File: src/rtl/cbuf_window_ctrl_pkg.sv
// Shared definitions for the circular line-buffer window controller:
// FSM state encoding and the address/count width helpers.
package cbuf_window_ctrl_pkg;

  localparam logic [1:0] ST_FILL   = 2'd0;
  localparam logic [1:0] ST_STREAM = 2'd1;
  localparam logic [1:0] ST_DRAIN  = 2'd2;

  // Address width for a buffer of depth entries (entries 0 .. depth-1).
  function automatic int aw_of(input int depth);
    return $clog2(depth);
  endfunction

  // Count width able to hold occupancy 0 .. depth inclusive.
  function automatic int cw_of(input int depth);
    return $clog2(depth + 1);
  endfunction

endpackage

File: src/rtl/cbuf_window_ctrl_mod_ptr.sv
// Wrapping pointer for a non-power-of-two ring: advances by STEP modulo
// DEPTH on inc, returns to zero on clr (clr wins over inc).
module mod_ptr
  import cbuf_window_ctrl_pkg::*;
#(
  parameter int DEPTH = 9,
  parameter int STEP  = 1,
  localparam int AW   = aw_of(DEPTH)
) (
  input  logic          clk,
  input  logic          rst,
  input  logic          clr,
  input  logic          inc,
  output logic [AW-1:0] ptr
);

  // ptr < DEPTH and STEP <= DEPTH, so the sum stays below 2*DEPTH and one
  // extra bit is enough; a single conditional subtract performs the wrap.
  logic [AW:0]   sum;
  logic [AW-1:0] nxt;

  assign sum = {1'b0, ptr} + (AW+1)'(STEP);
  assign nxt = (sum >= (AW+1)'(DEPTH)) ? AW'(sum - (AW+1)'(DEPTH)) : sum[AW-1:0];

  // Pointer register: clear has priority over advance.
  always_ff @(posedge clk or posedge rst) begin
    if (rst) begin
      ptr <= '0;
    end else if (clr) begin
      ptr <= '0;
    end else if (inc) begin
      ptr <= nxt;
    end
  end

endmodule

File: src/rtl/cbuf_window_ctrl.sv
// Circular line-buffer controller: owns write/read base pointers and the
// occupancy count, gates producer writes and consumer reads, and sequences
// each frame through FILL (priming), STREAM and DRAIN (end-of-frame flush-out).
module cbuf_window_ctrl
  import cbuf_window_ctrl_pkg::*;
#(
  parameter int DEPTH = 9,
  parameter int WPAR  = 2,
  parameter int RPAR  = 3,
  parameter int PRIME = 6,
  localparam int AW   = aw_of(DEPTH),
  localparam int CW   = cw_of(DEPTH)
) (
  input  logic          clk,
  input  logic          rst,
  input  logic          flush,
  input  logic          wr_req,
  input  logic          wr_last,
  output logic          wr_ready,
  output logic          wr_en,
  output logic [AW-1:0] wr_addr,
  output logic          rd_valid,
  input  logic          rd_ready,
  output logic [AW-1:0] rd_addr,
  output logic [CW-1:0] count,
  output logic          full,
  output logic          empty,
  output logic          done
);

  logic [1:0]    state;
  logic [1:0]    state_nxt;
  logic [CW-1:0] cnt_nxt;
  logic          rd_en;
  logic          drain_end;
  logic          ptr_clr;

  // Handshakes look only at registered count/state: no same-cycle pass-through.
  assign wr_ready  = (count <= CW'(DEPTH - WPAR)) && (state != ST_DRAIN);
  assign rd_valid  = (state != ST_FILL) && (count >= CW'(RPAR));
  assign wr_en     = wr_req && wr_ready;
  assign rd_en     = rd_valid && rd_ready;
  assign full      = (count == CW'(DEPTH));
  assign empty     = (count == '0);

  // In DRAIN, fewer than RPAR words can never form a window; they are dropped.
  assign drain_end = (state == ST_DRAIN) && (count < CW'(RPAR));
  assign ptr_clr   = flush || drain_end;

  mod_ptr #(.DEPTH(DEPTH), .STEP(WPAR)) u_wptr (
    .clk (clk),
    .rst (rst),
    .clr (ptr_clr),
    .inc (wr_en),
    .ptr (wr_addr)
  );

  mod_ptr #(.DEPTH(DEPTH), .STEP(RPAR)) u_rptr (
    .clk (clk),
    .rst (rst),
    .clr (ptr_clr),
    .inc (rd_en),
    .ptr (rd_addr)
  );

  // Next occupancy: a concurrent write and read net to WPAR-RPAR in one cycle.
  always_comb begin
    cnt_nxt = count;
    if (wr_en) cnt_nxt = cnt_nxt + CW'(WPAR);
    if (rd_en) cnt_nxt = cnt_nxt - CW'(RPAR);
  end

  // Occupancy register; flush and drain completion both empty the buffer.
  always_ff @(posedge clk or posedge rst) begin
    if (rst) begin
      count <= '0;
    end else if (ptr_clr) begin
      count <= '0;
    end else begin
      count <= cnt_nxt;
    end
  end

  // Frame sequencing; an end-of-frame write beats the priming transition.
  always_comb begin
    state_nxt = state;
    case (state)
      ST_FILL: begin
        if (wr_en && wr_last)          state_nxt = ST_DRAIN;
        else if (count >= CW'(PRIME))  state_nxt = ST_STREAM;
      end
      ST_STREAM: begin
        if (wr_en && wr_last)          state_nxt = ST_DRAIN;
      end
      ST_DRAIN: begin
        if (drain_end)                 state_nxt = ST_FILL;
      end
      default:                         state_nxt = ST_FILL;
    endcase
    if (flush) state_nxt = ST_FILL;
  end

  // State register.
  always_ff @(posedge clk or posedge rst) begin
    if (rst) begin
      state <= ST_FILL;
    end else begin
      state <= state_nxt;
    end
  end

  // One-cycle completion pulse; a flush in the same cycle suppresses it.
  always_ff @(posedge clk or posedge rst) begin
    if (rst) begin
      done <= 1'b0;
    end else begin
      done <= drain_end && !flush;
    end
  end

endmodule
File: config.mk
export PLATFORM = sky130hd
export DESIGN_NAME = cbuf_window_ctrl
export DESIGN_NICKNAME = d
export VERILOG_FILES = /design/src/rtl/cbuf_window_ctrl_pkg.sv /design/src/rtl/cbuf_window_ctrl_mod_ptr.sv /design/src/rtl/cbuf_window_ctrl.sv
export SDC_FILE = /design/constraint.sdc
export NUM_CORES = 1
export LEC_CHECK = 0
export CAP_MARGIN = 40
export CORE_MARGIN = 10
export CORE_UTILIZATION = 40
export CTS_BUF_LIST = sky130_fd_sc_hd__clkbuf_8
export DETAILED_ROUTE_END_ITERATION = 10
export PLACE_DENSITY = 0.73
export SLEW_MARGIN = 20
export SYNTH_ARGS = -nofsm -noshare
export SYNTH_HDL_FRONTEND = slang
export SYNTH_SLANG_ARGS = --single-unit
export TNS_END_PERCENT = 100
File: constraint.sdc
create_clock -name clk -period 2.25 [get_ports clk]
set_input_delay 0.45 -clock clk [delete_from_list [all_inputs] [get_ports clk]]
set_output_delay 0.45 -clock clk [all_outputs]
set_load 0.02 [all_outputs]
==> impl_metrics.xml, run 1 <==
<?xml version="1.0" encoding="UTF-8"?>
<metrics>
  <group name="outcome">
    <metric name="run_status" unit="">complete, no violations</metric>
  </group>
  <group name="routing">
    <metric name="routed_wl" unit="microns">2805</metric>
    <metric name="drt.antenna.violating_nets" unit="">0</metric>
    <metric name="drtPass1Iterations" unit="">4</metric>
    <metric name="drt_first_iter_violations" unit="">104</metric>
    <metric name="route.vias.total" unit="">1043</metric>
    <metric name="vias_per_cell" unit="">5.548</metric>
    <metric name="post-route-drc-count" unit="">0</metric>
    <metric name="wire_per_inst" unit="microns">14.92</metric>
  </group>
  <group name="critical_path">
    <metric name="worst_setup_path_start_kind" unit="">register</metric>
    <metric name="crit_required" unit="ns">1.80</metric>
    <metric name="critical_path.endpoint_type" unit="">output port</metric>
    <metric name="cp_max_fo" unit="">9</metric>
    <metric name="worst_ep_arrival_time" unit="ns">1.66</metric>
    <metric name="worst_r2r_startpoint" unit="">u_rptr.ptr[0]</metric>
    <metric name="worst_case_reg_to_reg_path_depth" unit="">7</metric>
    <metric name="timing_worst_setup_path_type" unit="">register to output port</metric>
    <metric name="cp-startpoint" unit="">count[1]</metric>
  </group>
  <group name="pwr">
    <metric name="p_sw" unit="uW">193.4</metric>
    <metric name="switching_fraction" unit="%">29.13</metric>
    <metric name="comb_power_share" unit="%">22.4</metric>
    <metric name="clock_power_share" unit="%">32.5</metric>
    <metric name="post-layout-total-power" unit="uW">663.9</metric>
    <metric name="p_leak" unit="nW">0.6447</metric>
    <metric name="power.density" unit="nW/um^2">454.7</metric>
    <metric name="power.internal" unit="uW">470.5</metric>
    <metric name="power.ir.vdd_worst" unit="mV">0.2665</metric>
    <metric name="seq_power_share" unit="%">45.1</metric>
  </group>
  <group name="timing">
    <metric name="grt_setup_unrepaired" unit="">no</metric>
    <metric name="report.final.hold_viol_count" unit="">0</metric>
    <metric name="worst_slew_pin_slew" unit="ns">0.5773</metric>
    <metric name="skew" unit="ns">0.001237</metric>
    <metric name="period_needed" unit="ns">2.113</metric>
    <metric name="timing.slew.headroom" unit="%">61.47</metric>
    <metric name="max_clock_freq" unit="GHz">0.4732</metric>
    <metric name="finalWorstSetupSlack" unit="ns">0.1369</metric>
    <metric name="period_share" unit="%">93.92</metric>
    <metric name="max_slew_violation_count" unit="">0</metric>
    <metric name="setup_viol_count_final" unit="">0</metric>
  </group>
  <group name="floorplan">
    <metric name="floorplan.core_area" unit="sq um">2710</metric>
    <metric name="floorplan.die.height" unit="microns">72.59</metric>
    <metric name="design.die.area" unit="sq um">5269</metric>
    <metric name="std_cell_rows" unit="">19</metric>
    <metric name="initial_utilization" unit="%">40.81</metric>
    <metric name="die_x" unit="microns">72.59</metric>
    <metric name="boundaryPins" unit="">24</metric>
  </group>
  <group name="logic_synthesis">
    <metric name="postSynth.asyncResetShare" unit="%">100.0</metric>
    <metric name="post_synthesis_simple_gate_area_fraction" unit="%">23.42</metric>
    <metric name="yosysSeqAreaShare" unit="%">33.94</metric>
    <metric name="syn_avg_cell_area" unit="sq um">8.709</metric>
    <metric name="yosys_cell_types" unit="">39</metric>
    <metric name="synth-main-ff-cell" unit="">dfrtp_1</metric>
    <metric name="synth_compound_gate_area_share" unit="%">18.78</metric>
    <metric name="synth.ff_latch_count" unit="">15</metric>
    <metric name="synth_enable_flop_cells" unit="">0</metric>
    <metric name="largest_family_of_logic_cells_by_synthesized_area" unit="">simple AND/OR/NAND/NOR gates</metric>
    <metric name="syn_inst" unit="">127</metric>
    <metric name="synth_xor_xnor_area_share" unit="%">6.335</metric>
    <metric name="synthAdderAreaFrac" unit="%">11.31</metric>
    <metric name="synth_warnings" unit="">0</metric>
    <metric name="mappedNetlistArea" unit="sq um">1106</metric>
    <metric name="mappedNetlistNets" unit="">143</metric>
    <metric name="muxShareOfSynthArea" unit="%">2.828</metric>
  </group>
  <group name="clock_tree">
    <metric name="cts-root-buf" unit="">clkbuf_8</metric>
    <metric name="tritoncts.num_buffers" unit="">3</metric>
    <metric name="cts.htree.levels" unit="">1</metric>
    <metric name="cts_setup_buffers" unit="">0</metric>
    <metric name="cts.sink_count" unit="">15</metric>
    <metric name="clock_tree_from_tritoncts" unit="">done</metric>
    <metric name="clockBufferDepth" unit="">2</metric>
    <metric name="insertion_delay" unit="ns">0.24</metric>
    <metric name="worst_setup_hold_path_clk_slew" unit="ns">0.06</metric>
  </group>
  <group name="placement">
    <metric name="pre_cts_ws" unit="ns">-0.006037</metric>
    <metric name="gp_congestion" unit="">0.8549</metric>
    <metric name="placed_insts" unit="">184</metric>
    <metric name="dp_hpwl" unit="microns">2170</metric>
    <metric name="io_buffer_count" unit="">23</metric>
  </group>
  <group name="layout">
    <metric name="seq_area" unit="sq um">375.4</metric>
    <metric name="share_of_the_core_filled_with_cells_in_the_final_layout" unit="%">53.88</metric>
    <metric name="num-fill-cells" unit="">260</metric>
    <metric name="finish.cell_count_without_fillers" unit="">188</metric>
    <metric name="multi_input_gate_area_in_the_final_layout" unit="sq um">700.7</metric>
    <metric name="diodes" unit="">0</metric>
    <metric name="design.final.nets" unit="">174</metric>
    <metric name="final_layout_size_suffix_gt1_share" unit="%">12.10</metric>
    <metric name="layout-area-overhead-vs-synth" unit="%">32.01</metric>
  </group>
  <group name="job">
    <metric name="maxCapViolCount" unit="">0</metric>
  </group>
  <group name="grt">
    <metric name="grt_pass1_vias" unit="">1096</metric>
    <metric name="global_route_usage_over_all_layers" unit="%">11.33</metric>
    <metric name="first_pass_grt_wire_length" unit="microns">4899</metric>
    <metric name="pin_count_of_the_biggest_net_entering_global_routing" unit="">16</metric>
    <metric name="grt-ovfl-total" unit="">0</metric>
    <metric name="initial_antenna_violation_count" unit="">0</metric>
  </group>
  <group name="min_path">
    <metric name="worst_hold_path_type" unit="">input pin to asynchronous set/reset pin</metric>
  </group>
</metrics>
==> state kept, by name, summed over array words and instances (netlist names) <==
name and flops:
count 4, done 1, state 2, u_rptr.ptr 4, u_wptr.ptr 4
==> worst max-delay path: stages, from the launching register on <==
cell             delay (ns)
dfrtp_1                0.55
a211oi_2               0.14
nor2_1                 0.13
clkdlybuf4s50_1        0.61
==> synthesized netlist by cell type, types with 2 or more instances <==
cell type | count | area share, %
a211o_1 | 2 | 1.6
a211oi_1 | 3 | 2.0
a21o_1 | 2 | 1.4
a21oi_1 | 8 | 3.6
buf_2 | 2 | 0.91
dfrtp_1 | 15 | 34
ha_1 | 10 | 11
inv_1 | 6 | 2.0
mux2i_1 | 2 | 1.8
nand2_1 | 6 | 2.0
nand2b_1 | 5 | 2.8
nand3_1 | 3 | 1.4
nor2_1 | 19 | 6.4
nor3_1 | 6 | 2.7
o21ai_0 | 8 | 3.6
xnor2_1 | 4 | 3.2
xor2_1 | 4 | 3.2
==> timing repair <==
| action | in CTS | in global routing |
|---|---|---|
| hold buffers | 0 | 0 |
| gates cloned | 0 | 0 |
| resized for setup | 2 | 2 |
| setup endpoints to repair | 2 | 1 |
==> metrics by stage <==
stage          hold WS (ns)  setup TNS [ns]  area, sq um
6_report             0.5631               0         1460
5_1_grt              0.6250               0         1460
4_1_cts              0.5845               0         1453
3_5_place_dp         0.5896       -0.006037         1405
3_3_place_gp         0.5494               0         1405
2_1_floorplan        0.3515               0         1106
==> power groups by stage <==
stage / registers, mW / clock network [mW] / logic, mW
CTS: 0.299 / 0.220 / 0.150
detailed placement: 0.303 / 0 / 0.150
global placement: 0.302 / 0 / 0.147
floorplan: 0.309 / 0 / 0.0757
finish: 0.299 / 0.216 / 0.149
global route: 0.302 / 0.236 / 0.164
==> cell families after synthesis <==
kind of cell	Yosys count
compound gates	32
buf+inv	9
xor+xnor	8
simple gates	50
fa+ha+maj	10
mux	3
flops	15
==> per-layer routing <==
| layer | track usage [%] | up-vias | share of wire, % |
|---|---|---|---|
| li1 | - | 519 | - |
| met1 | 13.22 | 495 | 43 |
| met2 | 18.11 | 26 | 48 |
| met3 | 4.354 | 3 | 8.8 |
| met4 | 4.641 | 0 | 0.82 |
| met5 | 0 | - | 0 |
==> placed cells by master, fill, tap and decap left out, types with 3 or more instances in the layout <==
| cell | netlist | layout |
|---|---|---|
| a21oi_1 | 8 | 8 |
| buf_4 | 0 | 6 |
| clkbuf_8 | 0 | 3 |
| clkdlybuf4s50_1 | 0 | 21 |
| dfrtp_1 | 15 | 15 |
| ha_1 | 10 | 10 |
| inv_1 | 6 | 6 |
| nand2_1 | 6 | 6 |
| nand2b_1 | 5 | 5 |
| nand3_1 | 3 | 3 |
| nor2_1 | 19 | 19 |
| nor3_1 | 6 | 6 |
| o21ai_0 | 8 | 8 |
| xnor2_1 | 4 | 4 |
| xor2_1 | 4 | 4 |
==> worst paths after layout <==
path,to,slack (ns)
worst max-delay path,rd_valid,0.14
worst min-delay path,count[3],0.56
worst max register to register,u_rptr.ptr[2],0.20
worst min register to register,state[0],0.61
max in group asynchronous,count[1],1.31
min in group clk,state[0],0.61
==> layout make-up <==
type,count,share of cell area [%]
multi-input combinational,103,47.99
sequential,15,25.71
timing repair buffer,29,18.94
clock buffer,3,2.828
tap,31,2.656
inverter,6,1.542
clock inverter,1,0.3428
Power figures use the tool's default switching activity.
==> inputs of run 2 (changes only) <==
--- a/config.mk
+++ b/config.mk
@@ -5,7 +5,6 @@
 export SDC_FILE = /design/constraint.sdc
 export NUM_CORES = 1
 export LEC_CHECK = 0
-export CAP_MARGIN = 40
 export CORE_MARGIN = 10
 export CORE_UTILIZATION = 40
 export CTS_BUF_LIST = sky130_fd_sc_hd__clkbuf_8
==> results of run 2 <==
Final layout, timing and power as in run 1 (identical DEF).
==> inputs of run 3 (changes only) <==
--- a/config.mk
+++ b/config.mk
@@ -8,6 +8,7 @@
 export CORE_MARGIN = 10
 export CORE_UTILIZATION = 40
 export CTS_BUF_LIST = sky130_fd_sc_hd__clkbuf_8
+export CTS_CLUSTER_SIZE = 25
 export DETAILED_ROUTE_END_ITERATION = 10
 export PLACE_DENSITY = 0.73
 export SLEW_MARGIN = 20
==> constraint.sdc (replaced) <==
create_clock -name clk -period 2.7 [get_ports clk]
set_input_delay 0.54 -clock clk [delete_from_list [all_inputs] [get_ports clk]]
set_output_delay 0.54 -clock clk [all_outputs]
set_load 0.02 [all_outputs]
==> run 3 against run 2 <==
  * Sequential share of layout area increased by 0.59 points
  * Sequential cell count is the same
  * Clock power is 18% lower
  * Final area decreased by 2.2%
  * Register-to-register slack improved by 0.41 ns
  * Via count up 0.29%
  * Worst setup slack better by 0.11 ns
  * Hold slack gained 0.049 ns
  * Non-clock buffer count shrank 3
  * First-iteration DRC count is 2.9% higher
  * Clock skew grew 0.0037 ns
  * Cell count shrank 1.6%
  * Critical endpoint is now wr_en
==> impl_metrics.xml, run 3 (synthesized netlist as in run 1, its figures left out) <==
<?xml version="1.0" encoding="UTF-8"?>
<metrics>
  <group name="clock_tree">
    <metric name="worst_setup_hold_path_clk_slew" unit="ns">0.06</metric>
    <metric name="cts_setup_buffers" unit="">0</metric>
    <metric name="cts.sink_count" unit="">15</metric>
    <metric name="clock_tree_from_tritoncts" unit="">done</metric>
    <metric name="holdBufCountCts" unit="">0</metric>
    <metric name="cts.htree.levels" unit="">1</metric>
    <metric name="post_cts.resized_instances" unit="">0</metric>
    <metric name="insertion_delay" unit="ns">0.25</metric>
    <metric name="cts-root-buf" unit="">clkbuf_8</metric>
    <metric name="tritoncts.num_buffers" unit="">3</metric>
    <metric name="clockBufferDepth" unit="">2</metric>
  </group>
  <group name="critical_path">
    <metric name="worstPathCellList" unit="">nor2b_1, nor2_4, clkdlybuf4s50_1</metric>
    <metric name="slowest_delay" unit="ns">0.56</metric>
    <metric name="critical-path-slowest-cell" unit="">nor2b_1</metric>
    <metric name="r2r_end" unit="">count[2]</metric>
    <metric name="worst_ep_arrival_time" unit="ns">1.91</metric>
    <metric name="timing_worst_setup_path_type" unit="">register to output port</metric>
    <metric name="ff2ff_setup_slack" unit="ns">0.61</metric>
    <metric name="worst_r2r_startpoint" unit="">state[1]</metric>
    <metric name="critical_path.top_delay_family" unit="">simple AND/OR/NAND/NOR gates</metric>
    <metric name="cp_max_fo" unit="">8</metric>
    <metric name="crit_required" unit="ns">2.16</metric>
    <metric name="worst_setup_path_start_kind" unit="">register</metric>
    <metric name="worst_case_reg_to_reg_path_depth" unit="">7</metric>
    <metric name="critical_path.endpoint_type" unit="">output port</metric>
    <metric name="path_buf_inv" unit="">1</metric>
  </group>
  <group name="routing">
    <metric name="drt.antenna.violating_nets" unit="">0</metric>
    <metric name="drtPass1Iterations" unit="">6</metric>
    <metric name="post-route-drc-count" unit="">0</metric>
    <metric name="wire_per_inst" unit="microns">15.44</metric>
    <metric name="vias_per_cell" unit="">5.654</metric>
    <metric name="route.vias.total" unit="">1046</metric>
    <metric name="routed_wl" unit="microns">2856</metric>
    <metric name="drt_first_iter_violations" unit="">107</metric>
  </group>
  <group name="placement">
    <metric name="io_buffer_count" unit="">23</metric>
    <metric name="dp_hpwl" unit="microns">2247</metric>
    <metric name="gp_congestion" unit="">0.8605</metric>
    <metric name="pre_cts_ws" unit="ns">0.2516</metric>
  </group>
  <group name="timing">
    <metric name="report.final.hold_viol_count" unit="">0</metric>
    <metric name="max_slew_violation_count" unit="">0</metric>
    <metric name="timing.slew.headroom" unit="%">58.08</metric>
    <metric name="period_needed" unit="ns">2.452</metric>
    <metric name="setup_viol_count_final" unit="">0</metric>
    <metric name="max_clock_freq" unit="GHz">0.4078</metric>
    <metric name="worst_slew_pin_slew" unit="ns">0.6276</metric>
    <metric name="period_share" unit="%">90.83</metric>
    <metric name="grt_setup_unrepaired" unit="">no</metric>
    <metric name="skew" unit="ns">0.004971</metric>
    <metric name="finalSetupTns" unit="ns">0</metric>
    <metric name="finalWorstSetupSlack" unit="ns">0.2476</metric>
    <metric name="hold-worst-slack" unit="ns">0.6119</metric>
  </group>
  <group name="layout">
    <metric name="diodes" unit="">0</metric>
    <metric name="final_common_cell" unit="">clkdlybuf4s50_1</metric>
    <metric name="highest_count_cells_in_the_layout_ignoring_fill_and_taps" unit="">23 x clkdlybuf4s50_1, 19 x nor2_1, 15 x dfrtp_1, 10 x ha_1</metric>
    <metric name="top_regs" unit="">count (4), u_rptr.ptr (4), u_wptr.ptr (4)</metric>
    <metric name="layout-area-overhead-vs-synth" unit="%">29.07</metric>
    <metric name="design.final.nets" unit="">171</metric>
    <metric name="num-fill-cells" unit="">259</metric>
    <metric name="final_layout_size_suffix_gt1_share" unit="%">8.442</metric>
  </group>
  <group name="grt">
    <metric name="global_route_usage_over_all_layers" unit="%">11.27</metric>
    <metric name="grt_pass1_vias" unit="">1065</metric>
    <metric name="initial_antenna_violation_count" unit="">0</metric>
    <metric name="first_pass_grt_wire_length" unit="microns">4905</metric>
    <metric name="grt-ovfl-total" unit="">0</metric>
    <metric name="pin_count_of_the_biggest_net_entering_global_routing" unit="">16</metric>
  </group>
  <group name="floorplan">
    <metric name="floorplan.core_area" unit="sq um">2710</metric>
    <metric name="floorplan.die.height" unit="microns">72.59</metric>
    <metric name="design.die.area" unit="sq um">5269</metric>
    <metric name="boundaryPins" unit="">24</metric>
    <metric name="die_x" unit="microns">72.59</metric>
    <metric name="std_cell_rows" unit="">19</metric>
    <metric name="initial_utilization" unit="%">40.81</metric>
  </group>
  <group name="pwr">
    <metric name="power.density" unit="nW/um^2">385.7</metric>
    <metric name="p_leak" unit="nW">0.6227</metric>
    <metric name="power.ir.vdd_worst" unit="mV">0.2582</metric>
  </group>
  <group name="min_path">
    <metric name="worst_hold_path_type" unit="">register to register</metric>
    <metric name="worst_min_delay_path_endpoint" unit="">state[0]</metric>
    <metric name="timing.hold.worst.start" unit="">state[1]</metric>
    <metric name="hold_depth" unit="">1</metric>
  </group>
  <group name="outcome">
    <metric name="run_status" unit="">complete, no violations</metric>
  </group>
  <group name="job">
    <metric name="maxCapViolCount" unit="">0</metric>
  </group>
</metrics>
==> run 3: power breakdown <==
part | switching, mW | leakage [nW] | internal (mW)
clock | 0.0767 | 0.0269 | 0.101
combinational | 0.0666 | 0.390 | 0.0567
sequential | 0.0171 | 0.206 | 0.233
total | 0.160 | 0.623 | 0.390
==> run 3: final cells by class <==
type / instances / area [sq um] / area share, %
flip-flops and latches: 15 / 375.4 / 26.29
clock inverters: 1 / 3.754 / 0.2629
inverters: 6 / 22.52 / 1.578
repair buffers: 26 / 252.7 / 17.70
clock buffers: 3 / 41.29 / 2.892
multi-input cells: 103 / 693.2 / 48.55
well taps: 31 / 38.79 / 2.717
==> run 3: routing by layer <==
metal | part of all wire, % | wire, microns | global-route usage, %
met5 | 0 | 0 | 0
met4 | 0.35 | 10 | 4.430
met3 | 8.1 | 232 | 4.354
met2 | 50 | 1427 | 18.69
met1 | 42 | 1186 | 12.67
==> run 3: stage by stage <==
stage               util (%)  power, mW  instance area (sq um)  instances
floorplan                  -     0.3209                   1106        127
global placement       51.02     0.3722                   1383        181
detailed placement     51.02     0.3779                   1383        181
CTS                    52.68     0.5541                   1428        185
global route           52.68     0.5759                   1428        185
finish                 52.68     0.5506                   1428        185
==> run 3: worst max-delay path by stage <==
| stage | depth (start not counted) | from | end |
|---|---|---|---|
| 2_1_floorplan | 7 | u_rptr.ptr[0] | u_rptr.ptr[0] |
| 3_3_place_gp | 4 | wr_req | wr_en |
| 3_5_place_dp | 4 | wr_req | wr_en |
| 4_1_cts | 4 | wr_req | wr_en |
| 5_1_grt | 3 | state[1] | wr_ready |
| 6_report | 3 | state[1] | wr_en |
